File: config.mk
export PLATFORM = sky130hd
export DESIGN_NAME = cardinal_nic_fifo
export DESIGN_NICKNAME = d
export VERILOG_FILES = /design/src/rtl/cardinal_nic_fifo.sv
export SDC_FILE = /design/constraint.sdc
export NUM_CORES = 1
export LEC_CHECK = 0
export CAP_MARGIN = 20
export CORE_MARGIN = 5
export CORE_UTILIZATION = 58
export DETAILED_ROUTE_END_ITERATION = 10
export MAX_ROUTING_LAYER = met4
export PLACE_DENSITY = 0.93
export SLEW_MARGIN = 5
export SYNTH_ARGS = -nofsm -noshare
export SYNTH_HDL_FRONTEND = slang
export SYNTH_SLANG_ARGS = --single-unit
File: constraint.sdc
create_clock -name clk -period 3.96 [get_ports clk]
set_clock_uncertainty 0.2 [all_clocks]
set_input_delay 0.396 -clock clk [delete_from_list [all_inputs] [get_ports clk]]
set_output_delay 0.396 -clock clk [all_outputs]
set_load 0.1 [all_outputs]
File: src/rtl/cardinal_nic_fifo.sv
// cardinal_nic_fifo
//   Network interface between one processing element (PE) and a router.
//   Holds two independent circular FIFOs of DEPTH packets:
//     input FIFO  : filled by the router (net_si/net_ri/net_di),
//                   drained by PE reads of register 00.
//     output FIFO : filled by PE writes of register 10,
//                   drained by the router (net_so/net_ro/net_do).
//   The router alternates even/odd cycles (net_polarity).
//   A packet is sent only when its virtual-channel bit (MSB) differs
//   from the current polarity.
//
// Ports
//   clk          rising-edge clock
//   reset        asynchronous active-low reset
//   addr         PE register select: 00 in data, 01 in status,
//                10 out data, 11 out status
//   d_in         PE write data
//   d_out        PE read data (combinational)
//   nicEn        PE access enable
//   nicEnWr      1 = write, 0 = read
//   net_si       router -> NIC send strobe
//   net_ri       NIC ready to accept from router
//   net_di       router -> NIC packet
//   net_so       NIC -> router send strobe
//   net_ro       router ready to accept from NIC
//   net_do       NIC -> router packet (output FIFO head)
//   net_polarity router cycle polarity
module cardinal_nic_fifo #(
  parameter int DATA_WIDTH = 64,
  parameter int DEPTH      = 4,
  localparam int CW        = $clog2(DEPTH) + 1,
  localparam int PW        = $clog2(DEPTH)
) (
  input  logic                  clk,
  input  logic                  reset,
  input  logic [1:0]            addr,
  input  logic [DATA_WIDTH-1:0] d_in,
  output logic [DATA_WIDTH-1:0] d_out,
  input  logic                  nicEn,
  input  logic                  nicEnWr,
  input  logic                  net_si,
  output logic                  net_ri,
  input  logic [DATA_WIDTH-1:0] net_di,
  output logic                  net_so,
  input  logic                  net_ro,
  output logic [DATA_WIDTH-1:0] net_do,
  input  logic                  net_polarity
);

  logic [DATA_WIDTH-1:0] in_mem_q  [DEPTH];
  logic [DATA_WIDTH-1:0] in_mem_d  [DEPTH];
  logic [DATA_WIDTH-1:0] out_mem_q [DEPTH];
  logic [DATA_WIDTH-1:0] out_mem_d [DEPTH];
  logic [PW-1:0] in_rd_q, in_rd_d, in_wr_q, in_wr_d;
  logic [PW-1:0] out_rd_q, out_rd_d, out_wr_q, out_wr_d;
  logic [CW-1:0] in_cnt_q, in_cnt_d, out_cnt_q, out_cnt_d;
  logic          underflow_q, underflow_d, overflow_q, overflow_d;

  logic pe_rd, pe_wr;
  logic in_push, in_pop, in_empty_rd;
  logic out_push_req, out_push, out_pop;
  logic [DATA_WIDTH-1:0] in_head, out_head;

  function automatic logic [DATA_WIDTH-1:0] status_word(
    input logic          top,
    input logic          flag,
    input logic [CW-1:0] cnt
  );
    logic [DATA_WIDTH-1:0] w;
    w                 = '0;
    w[DATA_WIDTH-1]   = top;
    w[DATA_WIDTH-2]   = flag;
    w[CW-1:0]         = cnt;
    return w;
  endfunction

  assign in_head  = in_mem_q[in_rd_q];
  assign out_head = out_mem_q[out_rd_q];

  assign pe_rd = nicEn && !nicEnWr;
  assign pe_wr = nicEn && nicEnWr;

  // net_ri deliberately ignores a same-cycle PE pop.
  assign net_ri      = (in_cnt_q != CW'(DEPTH));
  assign in_push     = net_si && net_ri;
  assign in_pop      = pe_rd && (addr == 2'b00) && (in_cnt_q != '0);
  assign in_empty_rd = pe_rd && (addr == 2'b00) && (in_cnt_q == '0);

  assign net_so   = (out_cnt_q != '0) && net_ro &&
                    (out_head[DATA_WIDTH-1] != net_polarity);
  assign net_do   = out_head;
  assign out_pop  = net_so;

  // A full output FIFO still accepts a push when the router pops this cycle.
  assign out_push_req = pe_wr && (addr == 2'b10);
  assign out_push     = out_push_req && ((out_cnt_q != CW'(DEPTH)) || out_pop);

  always_comb begin
    d_out = '0;
    if (reset && pe_rd) begin
      case (addr)
        2'b00:   d_out = (in_cnt_q != '0) ? in_head : '0;
        2'b01:   d_out = status_word(in_cnt_q != '0, underflow_q, in_cnt_q);
        2'b11:   d_out = status_word(out_cnt_q == CW'(DEPTH), overflow_q, out_cnt_q);
        default: d_out = '0;
      endcase
    end
  end

  always_comb begin
    in_mem_d  = in_mem_q;
    out_mem_d = out_mem_q;
    in_rd_d   = in_rd_q;
    in_wr_d   = in_wr_q;
    out_rd_d  = out_rd_q;
    out_wr_d  = out_wr_q;
    in_cnt_d  = in_cnt_q + CW'(in_push) - CW'(in_pop);
    out_cnt_d = out_cnt_q + CW'(out_push) - CW'(out_pop);
    underflow_d = underflow_q;
    overflow_d  = overflow_q;

    if (in_push) begin
      in_mem_d[in_wr_q] = net_di;
      in_wr_d           = in_wr_q + 1'b1;
    end
    if (in_pop)  in_rd_d = in_rd_q + 1'b1;

    if (out_push) begin
      out_mem_d[out_wr_q] = d_in;
      out_wr_d            = out_wr_q + 1'b1;
    end
    if (out_pop) out_rd_d = out_rd_q + 1'b1;

    // Set and clear are on different addresses, so they never collide.
    if (in_empty_rd)                          underflow_d = 1'b1;
    else if (pe_rd && (addr == 2'b01))        underflow_d = 1'b0;
    if (out_push_req && !out_push)            overflow_d  = 1'b1;
    else if (pe_rd && (addr == 2'b11))        overflow_d  = 1'b0;
  end

  always_ff @(posedge clk or negedge reset) begin
    if (!reset) begin
      in_mem_q    <= '{default: '0};
      out_mem_q   <= '{default: '0};
      in_rd_q     <= '0;
      in_wr_q     <= '0;
      out_rd_q    <= '0;
      out_wr_q    <= '0;
      in_cnt_q    <= '0;
      out_cnt_q   <= '0;
      underflow_q <= 1'b0;
      overflow_q  <= 1'b0;
    end else begin
      in_mem_q    <= in_mem_d;
      out_mem_q   <= out_mem_d;
      in_rd_q     <= in_rd_d;
      in_wr_q     <= in_wr_d;
      out_rd_q    <= out_rd_d;
      out_wr_q    <= out_wr_d;
      in_cnt_q    <= in_cnt_d;
      out_cnt_q   <= out_cnt_d;
      underflow_q <= underflow_d;
      overflow_q  <= overflow_d;
    end
  end

endmodule

==> results.md, run 1 <==
* Cts repair resizes at 0
* Syn Nets at 1987
* Crit. Startpoint: reset
* Num ports at 267
* Most area-consuming cells after synthesis: dfrtp_1 51%, o32ai_2 12%, mux2_2 11%, mux4_2 11%, nand2_1 4.0%
* Max Fclk at 275 MHz
* Max-Cap Viols at 0
* CTS sink count at 528
* Lkg Pwr at 13.4 nW
* Area delta synth->final at 21.4%
* CP required at 3360 ps
* Chip Height at 222 um
* Crit end category: output pin
* CP Max Fanout at 59
* DRC violations left at 0
* RSZ-0062 raised after global routing: false
* Highest-count cells in the layout ignoring fill and taps: 524 x dfrtp_1, 267 x nand2_1, 257 x mux2_2
* Critical setup path kind: primary input to output pin
* Asr flop ratio synth at 100%
* Commonest non-fill, non-tap cell in the layout: dfrtp_1
* Setup tns final at 0 ps
* Row cnt at 77
* CTS Buffer Depth at 3
* CP Cell Sequence: dlygate4sd3_1 -> buf_8 -> or3b_1 -> or4_4 -> nor2b_1 -> buf_12
* DRT Wirelength at 69.3 mm
* Cell area after layout at 31600 um2
* Worst setup SP type: primary input
* Pwr dens at 891 nW/um2
* H-tree Lvls at 2
* Synthesized cell area at 26000 um2
* Initial core utilization at 58.7%
* Drt pass-1 iters at 6
* Final hold violation count at 0
* Die width at 222 um
* Layout cells sized above 1 at 42.4%
* First-pass GRT wire length at 112 mm
* Worst-Skew Late Latency at 610 ps
* YS warnings at 0
* Final setup viols at 0
* Die Footprint at 49200 um2
* Gate Count Post-Synth at 1836
* Worst slew margin at 27.3%
* Slowest stage cell, crit path: or4_4
* Worst reg2reg setup slack at 750 ps
* Total CTS buffers at 55
* Synth area leader: dfrtp_1
* Status: complete, no violations
* Root buf cell: clkbuf_16
* R2r startpoint: out_rd_q[0]
* Vias at 17700
* Arrival @ worst endpoint at 3040 ps
* Drt via density at 6.60
* Yosys top cell area share at 50.8%
* Flops & latches, synth at 528
* Seq/Total Area, Yosys at 50.8%
* Remaining antenna violation count at 0
* Yosys cell types at 43
* WL/cell at 25.9 um
* CTS tree: yes
* Clock transition at the registers of the reported paths at 60 ps
* Worst Max-Slew Pin Slew at 1090 ps
* Detailed placement HPWL at 41.3 mm
* Hold Startpoint: d_in[0]
* Post-synth EDFFs at 0
* Core area at 44300 um2
* Number of antenna violations at the first check in global routing at 5
* Post-Syn Area per Cell at 14.2 um2
* Top_reg_cell synth: dfrtp_1
* Crit-path max cell delay at 770 ps
* Largest net degree at the start of global routing at 173
* Hold crit path type: primary input to register
* Port Buffer Count at 266
* Area of placed instances at 29700 um2
* Initial DRC count at 1809
* Tmin final at 3640 ps
* Gp weighted congestion at 0.767
* Overall routing resource usage at 29.0%
* # nets final at 2184
* Vias in the first global route at 19800
* Peak VDD IR at 901 uV
* Max Slew Vio Count at 0
* Gr ovfl total at 0
* Final Cycle Share at 91.9%
synthesized netlist by cell type, drive strengths merged, types with 4 or more instances:
master and count:
dfrtp 528, mux2i 4, o32ai 256, mux2 257
buf 72, xnor2 5, xor2 4, nor2 11
ha 12, nor2b 61, o21ai 4, nand2 275
clkbuf 101, a221oi 5, a211oi 4, inv 75
nand3 5, nor4 5, mux4 127
cell families (layout without fill, tap and decap cells):
kind of cell             count (synthesis)  count (layout)  share of synthesized area, %
AND/OR/NAND/NOR                        370             370                          6.52
XOR/XNOR                                 9               9                         0.303
other                                    0               7                             0
multiplexers                           388             388                          22.3
AO/OA/AOI/OAI                          279             279                          15.0
adder cells (fa/ha/maj)                 14              14                         0.731
buffers and inverters                  248             490                          4.39
flip-flops                             528             528                          50.8
repair_timing:
action	4_1_cts	5_1_grt
endpoints found under the setup margin	0	0
buffers inserted	0	0
hold buffers	1	0
endpoints found under the hold margin	113	0
cell type report:
cell class	count	area [um2]
Antenna cell	7	17.5
Timing Repair Buffer	313	3750
Clock buffer	83	1620
Multi-Input combinational cell	1060	11700
Inverter	75	282
Sequential cell	528	13200
Fill cell	2667	12700
Tap cell	592	741
Clock inverter	19	200
worst max-delay path: cells and delay by family:
family	cells	cell delay [ps]
buffers and inverters	3	910
AND/OR/NAND/NOR	3	1640
through the flow:
stage / cells / utilization, % / hold WS [ps] / power [mW] / worst slack (ps)
after global placement: 2567 / 67.1 / 281 / 22.1 / 530
after floorplan: 1836 / - / -99.6 / 19.6 / -20.2
after CTS: 2670 / 71.2 / 242 / 28.2 / 346
after detailed placement: 2567 / 67.1 / 288 / 22.8 / 388
after global routing: 2675 / 71.2 / 272 / 29.4 / 258
final: 2677 / 71.2 / 270 / 28.1 / 320
power by group:
part           switching (mW)  internal [mW]  total [mW]
logic                    7.91           5.38        13.3
clock network            2.18           3.03        5.21
registers                1.68           7.97        9.64
total                    11.8           16.4        28.1
worst paths after layout:
kind / to / cells after the start
worst max register to register: out_mem_q[7] / 6
worst max-delay path: d_out[22] / 6
worst min register to register: in_mem_q[2] / 1
worst min-delay path: out_mem_q[192] / 3
min in group asynchronous: out_mem_q[62] / 3
max in group asynchronous: in_mem_q[131] / 4
routing by layer:
| metal | global-route usage [%] | vias up | part of all wire (%) | routed length, um |
|---|---|---|---|---|
| li1 | - | 7287 | - | - |
| met1 | 36.4 | 9284 | 38 | 26300 |
| met2 | 47.3 | 921 | 51 | 35200 |
| met3 | 6.90 | 179 | 8.3 | 5770 |
| met4 | 9.68 | 0 | 3.0 | 2100 |
| met5 | - | - | 0 | 0 |
flip-flops by register name, indices dropped and copies added (netlist names):
register     count
overflow_q       1
in_wr_q          2
in_mem_q       256
out_rd_q         2
out_wr_q         2
out_cnt_q        3
underflow_q      1
in_rd_q          2
out_mem_q      256
in_cnt_q         3
Power figures use the tool's default switching activity.
==> inputs of run 2 (changes only) <==
--- a/config.mk
+++ b/config.mk
@@ -8,7 +8,9 @@
 export CAP_MARGIN = 20
 export CORE_MARGIN = 5
 export CORE_UTILIZATION = 58
+export CTS_CLUSTER_DIAMETER = 60
 export DETAILED_ROUTE_END_ITERATION = 10
+export HOLD_SLACK_MARGIN = 0.06
 export MAX_ROUTING_LAYER = met4
 export PLACE_DENSITY = 0.93
 export SLEW_MARGIN = 5
==> run 2 against run 1 <==
- core utilization increased by 0.12 points
- sequential power about the same
- critical path depth did not move
- combinational power about the same
- count of clock-buffer cells in the layout up 2
- wire length is essentially flat
- fmax is 0.16% higher
- flip-flop and latch count stayed put
- die area stayed put
- non-clock buffer count unchanged
- design area up 0.17%
- total power is 0.39% higher
- highest routed layer unchanged
==> results.md, run 2 (synthesized netlist as in run 1, its figures left out) <==
* Arrival @ worst endpoint at 3040 ps (about the same)
* Switch share at 41.7% (-0.083 points)
* Overall routing resource usage at 29.1% (about the same)
* Cell area after layout at 31600 um2 (+0.17%)
* DRT Wirelength at 69.4 mm (about the same)
* Drt via density at 6.59 (-0.22%)
* Overall Power at 28.3 mW (+0.39%)
* Sequential share of power at 34.1% (-0.2 points)
* R2r startpoint: out_rd_q[0]
* Detailed placement HPWL at 41.3 mm (unchanged)
* Post-Place Cells at 2567 (unchanged)
* Setup tns final at 0 ps (unchanged)
* Cts repair resizes at 0 (unchanged)
* Total CTS buffers at 56 (+1.8%)
* CTS Buffer Depth at 3 (unchanged)
* Commonest non-fill, non-tap cell in the layout: dfrtp_1
* Crit end category: output pin
* Worst setup SP type: primary input
* Non-Filler Instances at 2678 (+0.037%)
* Final setup viols at 0 (unchanged)
* First-pass GRT wire length at 112 mm (+0.11%)
* Area of the multi-input gates at 11700 um2 (unchanged)
* Number of antenna violations at the first check in global routing at 5 (unchanged)
* Slowest stage cell, crit path: or4_4
* Die width at 222 um (unchanged)
* Die Footprint at 49200 um2 (unchanged)
* Num ports at 267 (unchanged)
* CTS sink count at 528 (unchanged)
* Critical setup path kind: primary input to output pin
* Top Registers: in_mem_q x256, out_mem_q x256
* Lkg Pwr at 13.5 nW (+0.21%)
* Drt pass-1 iters at 6 (unchanged)
* # nets final at 2185 (+0.046%)
* Root buf cell: clkbuf_16
* Internal Pwr Total at 16.5 mW (+0.54%)
* CTS tree: yes
* Hold Startpoint: d_in[0]
* CP Cell Sequence: dlygate4sd3_1 -> buf_8 -> or3b_1 -> or4_4 -> nor2b_1 -> buf_12
* P_sw at 11.8 mW (+0.19%)
* Remaining antenna violation count at 0 (unchanged)
* CP required at 3360 ps (about the same)
* Worst-Skew Late Latency at 610 ps (about the same)
* Core area at 44300 um2 (unchanged)
* Gp weighted congestion at 0.767 (unchanged)
* Port Buffer Count at 266 (unchanged)
* Crit. Startpoint: reset
* Setup Buffers After CTS at 0 (unchanged)
* Hold crit path type: primary input to register
* Gate power share at 47.1% (about the same)
* Tmin final at 3630 ps (-5.83 ps)
* RSZ-0062 raised after global routing: false
* Pwr dens at 893 nW/um2 (+0.23%)
* Worst Path Buf+Inv at 3 (unchanged)
* Max Slew Vio Count at 0 (unchanged)
* Final Cycle Share at 91.8% (-0.15 points)
* Initial DRC count at 1779 (-1.7%)
* Crit-path max cell delay at 770 ps (about the same)
* Worst slew margin at 28.7% (+1.4 points)
* Chip Height at 222 um (unchanged)
* Layout cells sized above 1 at 42.5% (+0.055 points)
* Critical path's top delay family: simple AND/OR/NAND/NOR gates
* Area delta synth->final at 21.6%
* Final hold violation count at 0 (unchanged)
* Status: complete, no violations
* Area of placed instances at 29700 um2 (unchanged)
* CP Max Fanout at 59 (unchanged)
* Row cnt at 77 (unchanged)
* WL/cell at 25.9 um (about the same)
* Initial core utilization at 58.7% (unchanged)
* Peak VDD IR at 901 uV (about the same)
* H-tree Lvls at 2 (unchanged)
* Largest net degree at the start of global routing at 173 (unchanged)
* Max-Cap Viols at 0 (unchanged)
* Clock share of power at 18.8% (+0.3 points)
* Highest-count cells in the layout ignoring fill and taps: 524 x dfrtp_1, 267 x nand2_1, 257 x mux2_2
* Flip-flop and latch area at 13200 um2 (unchanged)
* DRC violations left at 0 (unchanged)
* Max Fclk at 275 MHz (+0.16%)
* Gr ovfl total at 0 (unchanged)
* Fill count at 2658 (-0.34%)
* Vias at 17600 (-0.18%)
* Clock transition at the registers of the reported paths at 60 ps (about the same)
* Worst Max-Slew Pin Slew at 1070 ps (-20.6 ps)
* Pre-CTS setup slack at 388 ps (unchanged)
* Vias in the first global route at 19800 (+0.12%)
* PnR worst setup slack at 326 ps (+5.83 ps)
## run 2: cell count changes in the layout (fill, tap and decap cells not counted), sizes merged
| cell | before | now |
|---|---|---|
| diode | 7 | 6 |
| clkbuf | 83 | 85 |
## run 2: area by class of cell
class                           count  share of cell area [%]
Sequential cell                   528                    41.8
Multi-Input combinational cell   1060                    37.1
Timing Repair Buffer              313                    11.9
Clock buffer                       85                    5.29
Tap cell                          592                    2.34
Inverter                           75                   0.890
Clock inverter                     19                   0.649
Antenna cell                        6                  0.0475
## run 2: per-layer routing
layer  vias up  track usage, %  part of all wire, %
li1       7287               -                    -
met1      9274            36.4                   38
met2       917            47.4                   51
met3       161            6.83                  8.4
met4         0            9.52                  2.8
met5         -               -                    0
## run 2: power by group through the flow
stage	clock network, mW	registers (mW)	logic (mW)
2_1_floorplan	0	8.85	10.7
3_3_place_gp	0	9.29	12.8
3_5_place_dp	0	9.62	13.2
4_1_cts	5.37	9.61	13.3
5_1_grt	5.60	9.92	14.0
6_report	5.31	9.65	13.3
## run 2: per-stage QoR
step	hold slack, ps	util [%]
2_1_floorplan	-99.6	-
3_3_place_gp	281	67.1
3_5_place_dp	288	67.1
4_1_cts	245	71.3
5_1_grt	274	71.4
6_report	269	71.4
## run 2: path summary, 6_finish.rpt
| kind | to | slack (ps) | cells after the start |
|---|---|---|---|
| min in group asynchronous | out_mem_q[240] | 310 | 3 |
| max in group asynchronous | in_mem_q[3] | 1770 | 4 |
| setup / recovery | d_out[22] | 330 | 6 |
| setup reg to reg | out_mem_q[7] | 760 | 6 |
| hold / removal | out_mem_q[192] | 270 | 3 |
| hold reg to reg | in_mem_q[77] | 300 | 1 |
## run 2: timing repair
action | CTS | global route
endpoints found under the hold margin | 113 | 0
endpoints found under the setup margin | 0 | 0
hold buffers | 1 | 0
## run 2: worst register-to-register path: cells and delay by family (launching register included)
family	cells	cell delay [ps]
muxes	1	280
buffers and inverters	2	790
AOI/OAI and AO/OA	2	910
and+or+nand+nor	1	130
DFF	1	710
